### src/rtl/aes_cbc_stream_framer.sv
// aes_cbc_stream_framer
//   Feeds the iterative AES-256-CBC core. After a one-shot config handshake it
//   emits 128-bit beats in this order: key[127:0], key[255:128], IV, then the
//   payload packed four 32-bit words per block. tuser carries the encrypt
//   flag on every beat, and tlast marks the final block of the message.
//
// Ports
//   clk, rst              clock, asynchronous active-high reset
//   cfg_valid/cfg_ready   config handshake (ready only while idle)
//   cfg_key/iv/encrypt    AES-256 key, IV, direction (1 = encrypt)
//   s_axis_*              32-bit payload in, [31:24] is the earliest byte,
//                         tkeep left-justified and honoured on tlast only
//   m_axis_*              128-bit beats to the core, all registered
//   busy                  high whenever the framer is not idle
//
// Build option
//   AES_FRAMER_PKCS7_EN   when defined, encrypt messages get PKCS#7 padding
//                         (a full pad block when the message ends on a block
//                         boundary). Decrypt messages are never padded.
module aes_cbc_stream_framer (
    input  logic         clk,
    input  logic         rst,
    input  logic         cfg_valid,
    output logic         cfg_ready,
    input  logic [255:0] cfg_key,
    input  logic [127:0] cfg_iv,
    input  logic         cfg_encrypt,
    input  logic         s_axis_tvalid,
    output logic         s_axis_tready,
    input  logic [31:0]  s_axis_tdata,
    input  logic [3:0]   s_axis_tkeep,
    input  logic         s_axis_tlast,
    output logic         m_axis_tvalid,
    input  logic         m_axis_tready,
    output logic [127:0] m_axis_tdata,
    output logic [15:0]  m_axis_tkeep,
    output logic         m_axis_tlast,
    output logic         m_axis_tuser,
    output logic         busy
);
    localparam int WORDS_PER_BLOCK = 4;
    localparam int BYTE_CNT_W      = 5;

`ifdef AES_FRAMER_PKCS7_EN
    localparam logic PKCS7_EN = 1'b1;
`else
    localparam logic PKCS7_EN = 1'b0;
`endif

    typedef enum logic [6:0] {
        ST_IDLE   = 7'b0000001,
        ST_KEY_LO = 7'b0000010,
        ST_KEY_HI = 7'b0000100,
        ST_IV     = 7'b0001000,
        ST_FILL   = 7'b0010000,
        ST_BLOCK  = 7'b0100000,
        ST_PAD    = 7'b1000000
    } state_t;

    state_t                  state_reg, state_next;
    logic [127:0]            key_hi_reg, key_hi_next;
    logic [127:0]            iv_reg, iv_next;
    logic                    enc_reg, enc_next;
    logic [127:0]            block_reg, block_next;
    logic [1:0]              word_idx_reg, word_idx_next;
    logic [BYTE_CNT_W-1:0]   byte_cnt_reg, byte_cnt_next;
    logic                    last_reg, last_next;
    logic                    pad_pending_reg, pad_pending_next;
    logic                    tvalid_reg, tvalid_next;
    logic [127:0]            tdata_reg, tdata_next;
    logic [15:0]             tkeep_reg, tkeep_next;
    logic                    tlast_reg, tlast_next;
    logic                    tuser_reg, tuser_next;

    // Valid byte count of the incoming word: 4 unless it is the tlast word,
    // where 0000 means a full word and anything else counts leading ones.
    logic [2:0] word_bytes;
    always_comb begin
        word_bytes = 3'd4;
        if (s_axis_tlast && s_axis_tkeep != 4'b0000) begin
            if (!s_axis_tkeep[3])      word_bytes = 3'd0;
            else if (!s_axis_tkeep[2]) word_bytes = 3'd1;
            else if (!s_axis_tkeep[1]) word_bytes = 3'd2;
            else if (!s_axis_tkeep[0]) word_bytes = 3'd3;
        end
    end

    logic [31:0] word_masked;
    for (genvar gi = 0; gi < 4; gi++) begin : g_word_lane
        assign word_masked[31-8*gi -: 8] =
            (3'(gi) < word_bytes) ? s_axis_tdata[31-8*gi -: 8] : 8'h00;
    end

    logic [127:0] block_filled;
    always_comb begin
        block_filled = block_reg;
        for (int k = 0; k < WORDS_PER_BLOCK; k++) begin
            if (word_idx_reg == 2'(k)) block_filled[127-32*k -: 32] = word_masked;
        end
    end

    logic [BYTE_CNT_W-1:0] byte_total;
    logic                  do_pad;
    logic                  pad_after;
    logic [7:0]            pad_byte;
    logic [127:0]          block_out;
    logic [15:0]           keep_out;
    logic [15:0]           lane_valid;

    assign byte_total = byte_cnt_reg + {2'b00, word_bytes};
    assign do_pad     = PKCS7_EN && enc_reg && s_axis_tlast;
    assign pad_byte   = 8'd16 - {3'b000, byte_total};
    // A message ending exactly on a block boundary still needs a pad block.
    assign pad_after  = do_pad && (byte_total == 5'd16);

    // Byte lane gi of the outgoing block sits at [127-8*gi -: 8].
    for (genvar gi = 0; gi < 16; gi++) begin : g_block_lane
        assign lane_valid[gi] = (5'(gi) < byte_total);
        assign block_out[127-8*gi -: 8] = lane_valid[gi] ? block_filled[127-8*gi -: 8]
                                        : (do_pad ? pad_byte : 8'h00);
        assign keep_out[15-gi] = lane_valid[gi] | do_pad;
    end

    logic beat_done;
    assign beat_done = tvalid_reg && m_axis_tready;

    always_comb begin
        state_next       = state_reg;
        key_hi_next      = key_hi_reg;
        iv_next          = iv_reg;
        enc_next         = enc_reg;
        block_next       = block_reg;
        word_idx_next    = word_idx_reg;
        byte_cnt_next    = byte_cnt_reg;
        last_next        = last_reg;
        pad_pending_next = pad_pending_reg;
        tvalid_next      = tvalid_reg;
        tdata_next       = tdata_reg;
        tkeep_next       = tkeep_reg;
        tlast_next       = tlast_reg;
        tuser_next       = tuser_reg;
        case (state_reg)
            ST_IDLE: begin
                if (cfg_valid) begin
                    key_hi_next = cfg_key[255:128];
                    iv_next     = cfg_iv;
                    enc_next    = cfg_encrypt;
                    tuser_next  = cfg_encrypt;
                    tvalid_next = 1'b1;
                    tdata_next  = cfg_key[127:0];
                    tkeep_next  = 16'hFFFF;
                    tlast_next  = 1'b0;
                    state_next  = ST_KEY_LO;
                end
            end
            ST_KEY_LO: begin
                if (beat_done) begin
                    tdata_next = key_hi_reg;
                    state_next = ST_KEY_HI;
                end
            end
            ST_KEY_HI: begin
                if (beat_done) begin
                    tdata_next = iv_reg;
                    state_next = ST_IV;
                end
            end
            ST_IV: begin
                if (beat_done) begin
                    tvalid_next      = 1'b0;
                    word_idx_next    = 2'd0;
                    byte_cnt_next    = '0;
                    block_next       = '0;
                    last_next        = 1'b0;
                    pad_pending_next = 1'b0;
                    state_next       = ST_FILL;
                end
            end
            ST_FILL: begin
                if (s_axis_tvalid) begin
                    block_next    = block_filled;
                    byte_cnt_next = byte_total;
                    word_idx_next = word_idx_reg + 2'd1;
                    if (word_idx_reg == 2'(WORDS_PER_BLOCK-1) || s_axis_tlast) begin
                        tvalid_next      = 1'b1;
                        tdata_next       = block_out;
                        tkeep_next       = keep_out;
                        tlast_next       = s_axis_tlast && !pad_after;
                        last_next        = s_axis_tlast;
                        pad_pending_next = pad_after;
                        state_next       = ST_BLOCK;
                    end
                end
            end
            ST_BLOCK: begin
                if (beat_done) begin
                    if (pad_pending_reg) begin
                        tdata_next       = {16{8'h10}};
                        tkeep_next       = 16'hFFFF;
                        tlast_next       = 1'b1;
                        pad_pending_next = 1'b0;
                        state_next       = ST_PAD;
                    end else if (last_reg) begin
                        tvalid_next = 1'b0;
                        tlast_next  = 1'b0;
                        state_next  = ST_IDLE;
                    end else begin
                        tvalid_next   = 1'b0;
                        word_idx_next = 2'd0;
                        byte_cnt_next = '0;
                        block_next    = '0;
                        state_next    = ST_FILL;
                    end
                end
            end
            ST_PAD: begin
                if (beat_done) begin
                    tvalid_next = 1'b0;
                    tlast_next  = 1'b0;
                    state_next  = ST_IDLE;
                end
            end
            default: state_next = ST_IDLE;
        endcase
    end

    always_ff @(posedge clk or posedge rst) begin
        if (rst) begin
            state_reg       <= ST_IDLE;
            key_hi_reg      <= '0;
            iv_reg          <= '0;
            enc_reg         <= 1'b0;
            block_reg       <= '0;
            word_idx_reg    <= '0;
            byte_cnt_reg    <= '0;
            last_reg        <= 1'b0;
            pad_pending_reg <= 1'b0;
            tvalid_reg      <= 1'b0;
            tdata_reg       <= '0;
            tkeep_reg       <= '0;
            tlast_reg       <= 1'b0;
            tuser_reg       <= 1'b0;
        end else begin
            state_reg       <= state_next;
            key_hi_reg      <= key_hi_next;
            iv_reg          <= iv_next;
            enc_reg         <= enc_next;
            block_reg       <= block_next;
            word_idx_reg    <= word_idx_next;
            byte_cnt_reg    <= byte_cnt_next;
            last_reg        <= last_next;
            pad_pending_reg <= pad_pending_next;
            tvalid_reg      <= tvalid_next;
            tdata_reg       <= tdata_next;
            tkeep_reg       <= tkeep_next;
            tlast_reg       <= tlast_next;
            tuser_reg       <= tuser_next;
        end
    end

    // Config ready is forced low during reset, not just by the idle state.
    assign cfg_ready     = (state_reg == ST_IDLE) && !rst;
    assign s_axis_tready = (state_reg == ST_FILL);
    assign busy          = (state_reg != ST_IDLE);
    assign m_axis_tvalid = tvalid_reg;
    assign m_axis_tdata  = tdata_reg;
    assign m_axis_tkeep  = tkeep_reg;
    assign m_axis_tlast  = tlast_reg;
    assign m_axis_tuser  = tuser_reg;
endmodule

### config.mk
export PLATFORM = sky130hd
export DESIGN_NAME = aes_cbc_stream_framer
export DESIGN_NICKNAME = d
export VERILOG_FILES = /design/src/rtl/aes_cbc_stream_framer.sv
export SDC_FILE = /design/constraint.sdc
export NUM_CORES = 1
export LEC_CHECK = 0
export ABC_AREA = 1
export CAP_MARGIN = 20
export CELL_PAD_IN_SITES_DETAIL_PLACEMENT = 1
export CELL_PAD_IN_SITES_GLOBAL_PLACEMENT = 1
export CORE_MARGIN = 2
export CORE_UTILIZATION = 37
export DETAILED_ROUTE_END_ITERATION = 10
export PLACE_DENSITY_LB_ADDON = 0.1
export SLEW_MARGIN = 5
export SYNTH_ARGS = -nofsm -noshare
export SYNTH_HDL_FRONTEND = slang
export SYNTH_SLANG_ARGS = --single-unit
### constraint.sdc
create_clock -name clk -period 27 [get_ports clk]
set_input_delay 5.4 -clock clk [delete_from_list [all_inputs] [get_ports clk]]
set_output_delay 5.4 -clock clk [all_outputs]
set_load 0.02 [all_outputs]
# == After elaboration in Yosys (flattened, before gate mapping) ==
# Index checks and enable logic that the tools add are counted.
# classes
addsub,2
mul,0
n_div,0
order_cmp,20
n_eq_ne,25
n_shift,0
mux,90
bitwise,0
n_reduce_logical,25
# ops
op,count
two-way mux 128 bit,12
one-hot mux 128 bit (5 select lines),1
one-hot mux 128 bit (3 select lines),1
two-way mux 8 bit,20
two-way mux 32 bit,4
two-way mux 16 bit,5
two-way mux 7 bit,9
one-hot mux 7 bit (7 select lines),1
one-hot mux 16 bit (3 select lines),1
< comparator 4 x 5 -> 1 bit (first input constant),8
two-way mux 5 bit,6
< comparator 3 x 5 -> 1 bit (first input constant),4
!= test 2 bit (second input constant),10
AND reduction 8 bit,2
two-way mux 3 bit,5
one-hot mux 5 bit (3 select lines),1
two-way mux 1 bit,14
AND reduction 7 bit,2
AND reduction 6 bit,2
nonzero test 4 bit,3
< comparator 1 x 5 -> 1 bit (first input constant),2
< comparator 2 x 5 -> 1 bit (first input constant),2
two-way mux 2 bit,5
one-hot mux 1 bit (4 select lines),2
28 further kinds,40
# totals
reg_bits,547
latchBits,0
ramBits,0
rom_bits,0
in_bits,427
output_inout_bits,150
mem_count,0

# == Depth between registers and ports, before layout ==
# Gate-level depths: netlist of run 1.
# depth
depth_word,12
mapped_depth,19

# == Least setup slack after synthesis of run 1 ==
# No wires, ideal clock.
# synth_path
path_type,input -> output
start,input port rst
end,output port cfg_ready
arrival_ns,5.693
slack_ns,15.907
cell_stages,1
n_path_buf,0
cell_sequence,nor2_1
# synth_via
elab_chain_cells,2
# synth_lines
element,line,rtl
from (decl),22,"input logic rst,"
logical NOT 1 bit,262,assign cfg_ready = (state_reg == ST_IDLE) && !rst;
logical AND 1 bit,262,
to (decl),24,"output logic cfg_ready,"
# Every way passes these cells.

# == Worst setup path in the final report of run 1 ==
# Same ends and word-level chain as after synthesis.

==> results of run 1 <==
[Yosys cell counts, types with 8 or more instances]
| master | count |
|---|---|
| clkbuf_1 | 93 |
| o21ai_0 | 408 |
| buf_4 | 22 |
| nor2_1 | 429 |
| inv_1 | 297 |
| dfrtp_1 | 544 |
| nand2_1 | 1308 |
| or2_2 | 9 |
| buf_2 | 71 |
| o22ai_1 | 130 |
| nand3_1 | 61 |
| o211ai_1 | 8 |
| a21oi_1 | 66 |
| buf_1 | 11 |
| nand3b_1 | 19 |
| nand4_1 | 13 |
[cell families after synthesis]
family / synth area share [%]
AND/OR/NAND/NOR: 27.5
buffers and inverters: 8.05
AO/OA/AOI/OAI: 12.4
flip-flops: 51.6
XOR/XNOR: 0.0332
adder cells (fa/ha/maj): 0.407
[critical path: stages]
cell and delay, ps:
clkdlybuf4s50_1 510, nor2_1 160, clkdlybuf4s50_1 620
[power by group through the flow]
stage,logic (mW),clock network [mW],registers [mW]
floorplan,1.17,0,1.36
global placement,1.89,0,1.25
detailed placement,1.94,0,1.26
CTS,1.95,0.926,1.25
global route,2.17,0.956,1.28
finish,1.93,0.906,1.25
[routing by layer]
| metal | GRT usage, % | up-vias |
|---|---|---|
| li1 | - | 12000 |
| met4 | 12.3 | 12 |
| met5 | 0 | - |
| met1 | 36.7 | 12400 |
| met2 | 45.7 | 601 |
| met3 | 6.94 | 194 |
[layout make-up]
cell class                      count  area [um2]
Fill cell                        8612       35500
Sequential cell                   545       13600
Multi-Input combinational cell   2483       10700
Timing Repair Buffer              604        6010
Clock buffer                      110        2050
Tap cell                          940        1180
Inverter                          302        1140
Clock inverter                      7         114
Antenna cell                       11        27.5
[worst max path at each step]
stage | cells after the start | to | slack, ps
after floorplan | 1 | block_reg[0] | 6370
after global placement | 3 | cfg_ready | 14930
after detailed placement | 3 | cfg_ready | 14910
after CTS | 3 | cfg_ready | 14900
after global routing | 3 | cfg_ready | 14870
final | 3 | cfg_ready | 14900
[metrics by stage]
step                cells  instance area [um2]  hold slack [ps]  power, mW  utilization [%]
floorplan            3534                26400              444       2.53                -
global placement     4872                32600              455       3.14             46.4
detailed placement   4873                32700              460       3.20             46.4
CTS                  4990                34800              475       4.13             49.5
global route         4999                34900              492       4.41             49.5
finish               5002                34900              473       4.09             49.5
==> metrics.cfg, run 1 <==
[cells_and_area]
final_cell_mix=nand2_1, clkdlybuf4s50_1, dfrtp_1, nor2_1, o21ai_0
final_common_cell=nand2_1
fin_nets=4438
area_growth_pct=32.0
drive_gt1_share_pct=3.73

[detailed_routing]
dr.pass1.iters=5
drt_iter0_markers=1608
wirelength_um=106000
vias=25300
wl_met2_um=49100
ant_nets=0
wire_per_inst_um=21.1
drc=0
wl_met1_um=45200
wl_met3_um=6850
vias_per_cell=5.05
route.top_layer_used=met5

[die]
initial_core_util_pct=37.5
io_pins=577
die-area_um2=73500
chipWidth_um=271
std_cell_rows=97
die_height_um=271
coreArea_um2=70400

[sta]
setup_viol=0
fmax_ghz=0.0827
slew_headroom_pct=24.2
setup_tns_ps=0
drv_slew=0
rsz0062_at_grt=no
hold_viol=0
fin_ws_ps=14900
fin_crit_ps=12100
period_share_pct=44.8
worstMarginPinSlew_ps=1140
fin_skew_ps=23.4

[synthesis]
synth.distinct_cells=38
yosysSeqAreaShare_pct=51.6
syn_avg_cell_area_um2=7.47
syn_area_um2=26400
synth_top_area_cell=dfrtp_1
ys_ff_latch=545
synth_fp_nets=3969
synth-edff-count=0
synth_area_leaders=dfrtp_1, nand2_1, o21ai_0
synth_warnings=0
synthCells=3534
synth-main-ff-cell=dfrtp_1
synthArstFlopShare_pct=100
synth_top_area_share_pct=51.5

[clock_network]
h-tree-depth=3
cts_resized=0
clk_latency_ps=610
hold_buffers=0
cts_max_path_buffers=3
cts_setup_buffers=0
clockRootBuffer=clkbuf_16
numClockSinks=545
cts_made_buffers=67
cts.clk_slew.worst_paths_ps=50
cts_tree=yes

[global_route]
grt_overflow_total=0
grt_max_degree=260
grt_pass1_wl_um=160000
grt_pass1_vias=26300
grt_usage_pct=28.5
antenna_found_initial=20

[critical_path]
worst-path-max-fanout=2
reg2reg_depth=11
rr_startpoint=state_reg[0]
cp.arrival_ps=6700
timing.rr.end=m_axis_tdata[127]
startpoint_type=primary input
worstPathRequired_ps=21600
worstSetupPathType=primary input to primary output
startpoint=rst
end_kind=primary output
rrSetupSlack_ps=21940

[min_path]
hold_depth=2
hold_class=flop to flop
worst_hold_path.endpoint=block_reg[38]
hold_start=block_reg[38]

[placement]
detailed_place_hpwl_um=71700
gp_congestion=0.815
io_buffers=576
place_ws_ps=14910

[power]
p_int_mw=2.30
p_sw_share_pct=43.7
power_frac_comb_pct=47.3
leakage_nw=16.2
power_density_nw_per_um2=117
p_clk_share_pct=22.1
p_sw_mw=1.79
vdd_drop_max_mv=0.0956
pwr-share-seq_pct=30.6

[run_status]
status=finished, final reports clean

[flow_run]
maxCapViolations=0

(Power assumes the default switching activity.)
==> inputs of run 2 (changes only) <==
--- a/config.mk
+++ b/config.mk
@@ -10,7 +10,7 @@
 export CELL_PAD_IN_SITES_DETAIL_PLACEMENT = 1
 export CELL_PAD_IN_SITES_GLOBAL_PLACEMENT = 1
 export CORE_MARGIN = 2
-export CORE_UTILIZATION = 37
+export CORE_UTILIZATION = 33
 export DETAILED_ROUTE_END_ITERATION = 10
 export PLACE_DENSITY_LB_ADDON = 0.1
 export SLEW_MARGIN = 5
==> constraint.sdc (replaced) <==
create_clock -name clk -period 10.74 [get_ports clk]
set_input_delay 2.148 -clock clk [delete_from_list [all_inputs] [get_ports clk]]
set_output_delay 2.148 -clock clk [all_outputs]
set_load 0.02 [all_outputs]
==> run 2 against run 1 <==
  * First-iteration DRC count decreased by 11%
  * Register-to-register slack got worse by 16000 ps
  * Cell count increased by 2.4%
  * Critical path type is now primary input to flop
  * Clock power increased to 2.7 times the previous value
  * Flip-flop and latch count unchanged
  * Critical path depth increased by 15
  * Via count decreased by 1.2%
  * Core utilization decreased by 5.0 points
  * Die area increased by 12%
==> metrics.cfg, run 2 (synthesis results as in run 1) <==
[die]
die_height_um=287  ; was 271 um
coreArea_um2=79100  ; was 70,400 um2
initial_core_util_pct=33.4  ; was 37.5%
chipWidth_um=287  ; was 271 um
std_cell_rows=103  ; was 97
io_pins=577  ; unchanged
die-area_um2=82300  ; was 73,500 um2

[clock_network]
cts_setup_buffers=0  ; unchanged
cts_made_buffers=68  ; was 67
h-tree-depth=3  ; unchanged
numClockSinks=545  ; unchanged
cts_max_path_buffers=3  ; unchanged
clk_latency_ps=620  ; was 610 ps
cts.clk_slew.worst_paths_ps=60  ; was 50 ps
hold_buffers=0  ; unchanged
cts_tree=yes  ; unchanged
cts_resized=0  ; unchanged
clockRootBuffer=clkbuf_16  ; unchanged

[critical_path]
worst-path-max-fanout=13  ; was 2
worstPathRequired_ps=11290  ; was 21,600 ps
crit_path_top_delay_cell=nor2_1  ; was clkdlybuf4s50_1
critPathMaxStageDelay_ps=650  ; was 620 ps
end_kind=flop  ; was primary output
path_depth=18  ; was 3
crit_top_cell=nand2_1  ; was clkdlybuf4s50_1
startpoint_type=primary input  ; unchanged
path_cells=clkdlybuf4s50_1 > nor2_1 > nand2_1 > nand2_1 > nor2_1 > clkinv_1 > ha_1 > a21oi_1 > nand2_1 > nand2_1 > nand2_1 > nand2_1 > nand2_1 > nor2_1 > nand2_1 > nand2_1 > nand2_1 > nand2_1  ; was clkdlybuf4s50_1 > nor2_1 > clkdlybuf4s50_1
worstSetupPathType=primary input to flop  ; was primary input to primary output
critPathTopFamily=simple AND/OR/NAND/NOR gates  ; was buffers and inverters
path_buf_inv=2  ; unchanged
reg2reg_depth=11  ; unchanged
cp.arrival_ps=6350  ; was 6700 ps

[flow_run]
maxCapViolations=0  ; unchanged

[sta]
hold_viol=0  ; unchanged
fin_skew_ps=30.9  ; was 23.4 ps
drv_slew=0  ; unchanged
fmax_ghz=0.172
slew_headroom_pct=27.2  ; was 24.2%
period_share_pct=54.0
setup_tns_ps=0  ; unchanged
worstMarginPinSlew_ps=1090  ; was 1140 ps
fin_crit_ps=5800
rsz0062_at_grt=no  ; unchanged
fin_ws_ps=4940  ; was 14,900 ps
setup_viol=0  ; unchanged

[global_route]
grt_pass1_vias=26100  ; was 26,300
grt_usage_pct=26.1  ; was 28.5%
grt_max_degree=229  ; was 260
grt_pass1_wl_um=163000  ; was 160,000 um
antenna_found_initial=12  ; was 20
grt_overflow_total=0  ; unchanged

[cells_and_area]
final_cell_mix=nand2_1, clkdlybuf4s50_1, dfrtp_1, nor2_1, o21ai_0  ; unchanged
area_growth_pct=33.5  ; was 32.0%
fin_nets=4441  ; was 4,438
fin_area_um2=35300  ; was 34,900 um2
final_common_cell=nand2_1  ; unchanged
nFillCells=9627  ; was 8,612
drive_gt1_share_pct=4.24  ; was 3.73%

[detailed_routing]
wirelength_um=108000  ; was 106,000 um
ant_nets=0  ; unchanged
vias=24900  ; was 25,300
wire_per_inst_um=21.2  ; was 21.1 um
vias_per_cell=4.87  ; was 5.05
dr.pass1.iters=5  ; unchanged
drt_iter0_markers=1426  ; was 1,608
drc=0  ; unchanged

[placement]
io_buffers=576  ; unchanged
dpl_cell_area_um2=32800  ; was 32,700 um2
gp_congestion=0.824  ; was 0.815
detailed_place_hpwl_um=74400  ; was 71,700 um
place_ws_ps=4250  ; was 14,910 ps

[min_path]
hold_depth=2  ; unchanged
hold_class=flop to flop  ; unchanged

[run_status]
status=finished, final reports clean  ; unchanged

[power]
fin_total_pwr_mw=10.5  ; was 4.09 mW
leakage_nw=16.3  ; was 16.2 nW
vdd_drop_max_mv=0.200  ; was 0.0956 mV
power_density_nw_per_um2=298  ; was 117 nW/um2

-- run 2: cell count changes in the layout (fill, tap and decap cells not counted), moves of 2 or more --
cell	change
clkinv_8	+3
clkbuf_8	+6
diode_2	-2
bufinv_16	+3
clkinv_2	+6
clkbuf_1	-10
-- run 2: worst paths after layout --
check                                start               end  slack, ps
setup / recovery           s_axis_tkeep[2]  m_axis_tdata[42]       4940
min in group asynchronous              rst      m_axis_tuser       1950
hold reg to reg              block_reg[37]     block_reg[37]        470
max in group asynchronous              rst     block_reg[79]       6720
hold / removal               block_reg[37]     block_reg[37]        470
setup reg to reg              state_reg[0]  m_axis_tdata[70]       5770
-- run 2: metal layers --
layer / wire, um / up-vias / GRT usage, %
li1: - / 12000 / -
met1: 47700 / 12200 / 34.2
met2: 51700 / 548 / 43.6
met3: 6340 / 122 / 5.82
met4: 2620 / 4 / 6.88
met5: 27 / - / 0
-- run 2: layout make-up --
class | count | area (um2) | area share, %
clock inverters | 18 | 274 | 0.777
diodes | 9 | 22.5 | 0.0639
repair buffers | 606 | 6040 | 17.1
inverters | 302 | 1140 | 3.24
multi-input cells | 2483 | 10700 | 30.4
clock buffers | 107 | 2120 | 6.02
flip-flops and latches | 545 | 13600 | 38.7
well taps | 1050 | 1310 | 3.73
-- run 2: report_power, final --
part | switching (mW) | internal (mW)
clock network | 0.953 | 1.51
registers | 0.307 | 2.86
logic | 3.31 | 1.56
total | 4.57 | 5.92
-- run 2: tightest hold or removal path: stages, from the launching register on --
cell     delay (ps)
dfrtp_1         340
nand2_1          50
nand2_1          50
-- run 2: per-stage QoR --
stage | util, % | hold WS [ps] | instances
final | 44.6 | 473 | 5120
after global routing | 44.6 | 486 | 5117
after CTS | 44.5 | 476 | 5109
after detailed placement | 41.5 | 460 | 4984
after global placement | 41.5 | 455 | 4984
after floorplan | - | 444 | 3534
==> inputs of run 3 (changes only) <==
==> constraint.sdc (replaced) <==
create_clock -name clk -period 4.72 [get_ports clk]
set_input_delay 0.944 -clock clk [delete_from_list [all_inputs] [get_ports clk]]
set_output_delay 0.944 -clock clk [all_outputs]
set_load 0.02 [all_outputs]
==> run 3 against run 2 <==
  * Total power increased by 130%
  * Core utilization increased by 0.12 points
  * Final area increased by 0.27%
  * Combinational power increased by 130%
  * First-iteration DRC count increased by 5.3%
  * Worst setup slack got worse by 4100 ps
  * Clock skew decreased by 5.6 ps
==> metrics.cfg, run 3 (synthesis results as in run 1) <==
[clock_network]
cts_max_path_buffers=3  ; unchanged
cts.clk_slew.worst_paths_ps=60  ; about the same
h-tree-depth=3  ; unchanged
cts_made_buffers=68  ; unchanged
hold_buffers=0  ; unchanged
clk_latency_ps=610  ; was 620 ps
clockRootBuffer=clkbuf_16  ; unchanged
numClockSinks=545  ; unchanged
cts_tree=yes  ; unchanged
cts_setup_buffers=0  ; unchanged
cts_resized=0  ; unchanged

[critical_path]
critPathTopFamily=simple AND/OR/NAND/NOR gates  ; unchanged
path_buf_inv=2  ; unchanged
startpoint_type=primary input  ; unchanged
worst-path-max-fanout=9  ; was 13
worstSetupPathType=primary input to flop  ; unchanged
worstPathRequired_ps=5250  ; was 11,290 ps
path_cells=clkdlybuf4s50_1 > nor2_1 > nand2_1 > nand2_1 > nor2_1 > clkinv_1 > ha_1 > a21oi_1 > nand2_1 > nand2_1 > nand2_1 > nand2_1 > nand2_1 > nor2_1 > nand2_1 > nand2_1 > nand2_1 > nand2_1  ; unchanged
crit_path_top_delay_cell=nor2_1  ; unchanged
end_kind=flop  ; unchanged
crit_top_cell=nand2_1  ; unchanged
critPathMaxStageDelay_ps=730  ; was 650 ps
cp.arrival_ps=4410  ; was 6350 ps

[global_route]
grt_usage_pct=26.4  ; was 26.1%
grt_pass1_vias=26300  ; was 26,100
grt_max_degree=166  ; was 229
grt_overflow_total=0  ; unchanged
antenna_found_initial=14  ; was 12
grt_pass1_wl_um=164000  ; was 163,000 um

[detailed_routing]
wl_met1_um=48100  ; was 47,700 um
ant_nets=0  ; unchanged
drc=0  ; unchanged
wirelength_um=109000  ; was 108,000 um
wl_met3_um=6950  ; was 6340 um
vias_per_cell=4.87  ; about the same
dr.pass1.iters=7  ; was 5
wl_met2_um=51200  ; was 51,700 um
drt_iter0_markers=1502  ; was 1,426
route.top_layer_used=met5  ; unchanged
vias=25000  ; was 24,900
wire_per_inst_um=21.3  ; was 21.2 um

[die]
initial_core_util_pct=33.4  ; unchanged
die-area_um2=82300  ; unchanged
std_cell_rows=103  ; unchanged
chipWidth_um=287  ; unchanged
coreArea_um2=79100  ; unchanged
die_height_um=287  ; unchanged
io_pins=577  ; unchanged

[placement]
detailed_place_hpwl_um=74500  ; was 74,400 um
io_buffers=576  ; unchanged
gp_congestion=0.820  ; was 0.824

[cells_and_area]
final_common_cell=nand2_1  ; unchanged
seqCellArea_um2=13600  ; unchanged
area_growth_pct=33.9  ; was 33.5%
drive_gt1_share_pct=4.54  ; was 4.24%
nFillCells=9617  ; was 9,627
final_cell_mix=nand2_1, clkdlybuf4s50_1, dfrtp_1, nor2_1, o21ai_0  ; unchanged
multi_input_area_um2=10700  ; unchanged
fin_nets=4464  ; was 4,441

[power]
power_density_nw_per_um2=670  ; was 298 nW/um2
vdd_drop_max_mv=0.852  ; was 0.200 mV
leakage_nw=16.4  ; was 16.3 nW

[sta]
rsz0062_at_grt=no  ; unchanged
setup_tns_ps=0  ; unchanged
fmax_ghz=0.257
drv_slew=0  ; unchanged
fin_crit_ps=3890
fin_skew_ps=25.3  ; was 30.9 ps
setup_viol=0  ; unchanged
hold_viol=0  ; unchanged
timing.hold.ws_ps=472  ; was 473 ps
slew_headroom_pct=28.8  ; was 27.2%
period_share_pct=82.4
worstMarginPinSlew_ps=1070  ; was 1090 ps

[min_path]
hold_class=flop to flop  ; unchanged

[flow_run]
maxCapViolations=0  ; unchanged

[run_status]
status=finished, final reports clean  ; unchanged

[run 3: metal layers]
layer | track usage, % | up-vias
li1 | - | 12100
met1 | 35.3 | 12200
met2 | 43.1 | 540
met3 | 5.81 | 142
met4 | 7.47 | 16
met5 | 0 | -
[run 3: final cells by class]
type                            count  area share (%)
Inverter                          302            3.23
Clock buffer                      105            5.87
Timing Repair Buffer              629            18.0
Tap cell                         1050            3.72
Antenna cell                        7          0.0495
Sequential cell                   545            38.6
Clock inverter                     11           0.308
Multi-Input combinational cell   2483            30.3
[run 3: report_power, final]
part | internal [mW] | leakage, nW | switching (mW)
Sequential | 6.50 | 6.86 | 0.687
Combinational | 3.67 | 8.45 | 7.60
Clock | 3.12 | 1.08 | 2.10
Total | 13.3 | 16.4 | 10.4
[run 3: worst paths after layout]
| kind | start | to | slack (ps) | cells past startpoint |
|---|---|---|---|---|
| hold reg to reg | block_reg[83] | block_reg[83] | 470 | 2 |
| max in group asynchronous | rst | key_hi_reg[14] | 2890 | 4 |
| hold / removal | block_reg[83] | block_reg[83] | 470 | 2 |
| setup / recovery | s_axis_tkeep[3] | m_axis_tdata[44] | 830 | 18 |
| setup reg to reg | state_reg[0] | block_reg[115] | 1480 | 11 |
| min in group asynchronous | rst | key_hi_reg[97] | 720 | 2 |
[run 3: per-stage QoR]
step / util [%] / total power [mW] / std cells / cell area, um2 / setup slack [ps]
2_1_floorplan: - / 14.5 / 3534 / 26400 / -3640
3_3_place_gp: 41.9 / 18.4 / 5009 / 33200 / 473
3_5_place_dp: 41.9 / 18.7 / 5009 / 33200 / 314
4_1_cts: 44.7 / 24.0 / 5125 / 35300 / 897
5_1_grt: 44.7 / 25.6 / 5128 / 35300 / 582
6_report: 44.7 / 23.7 / 5132 / 35400 / 832
[run 3: worst reg2reg max path, delay by kind of cell (launching register included)]
family | cells | cell delay (ps)
buffers and inverters | 3 | 1200
DFF | 1 | 380
and+or+nand+nor | 8 | 1540
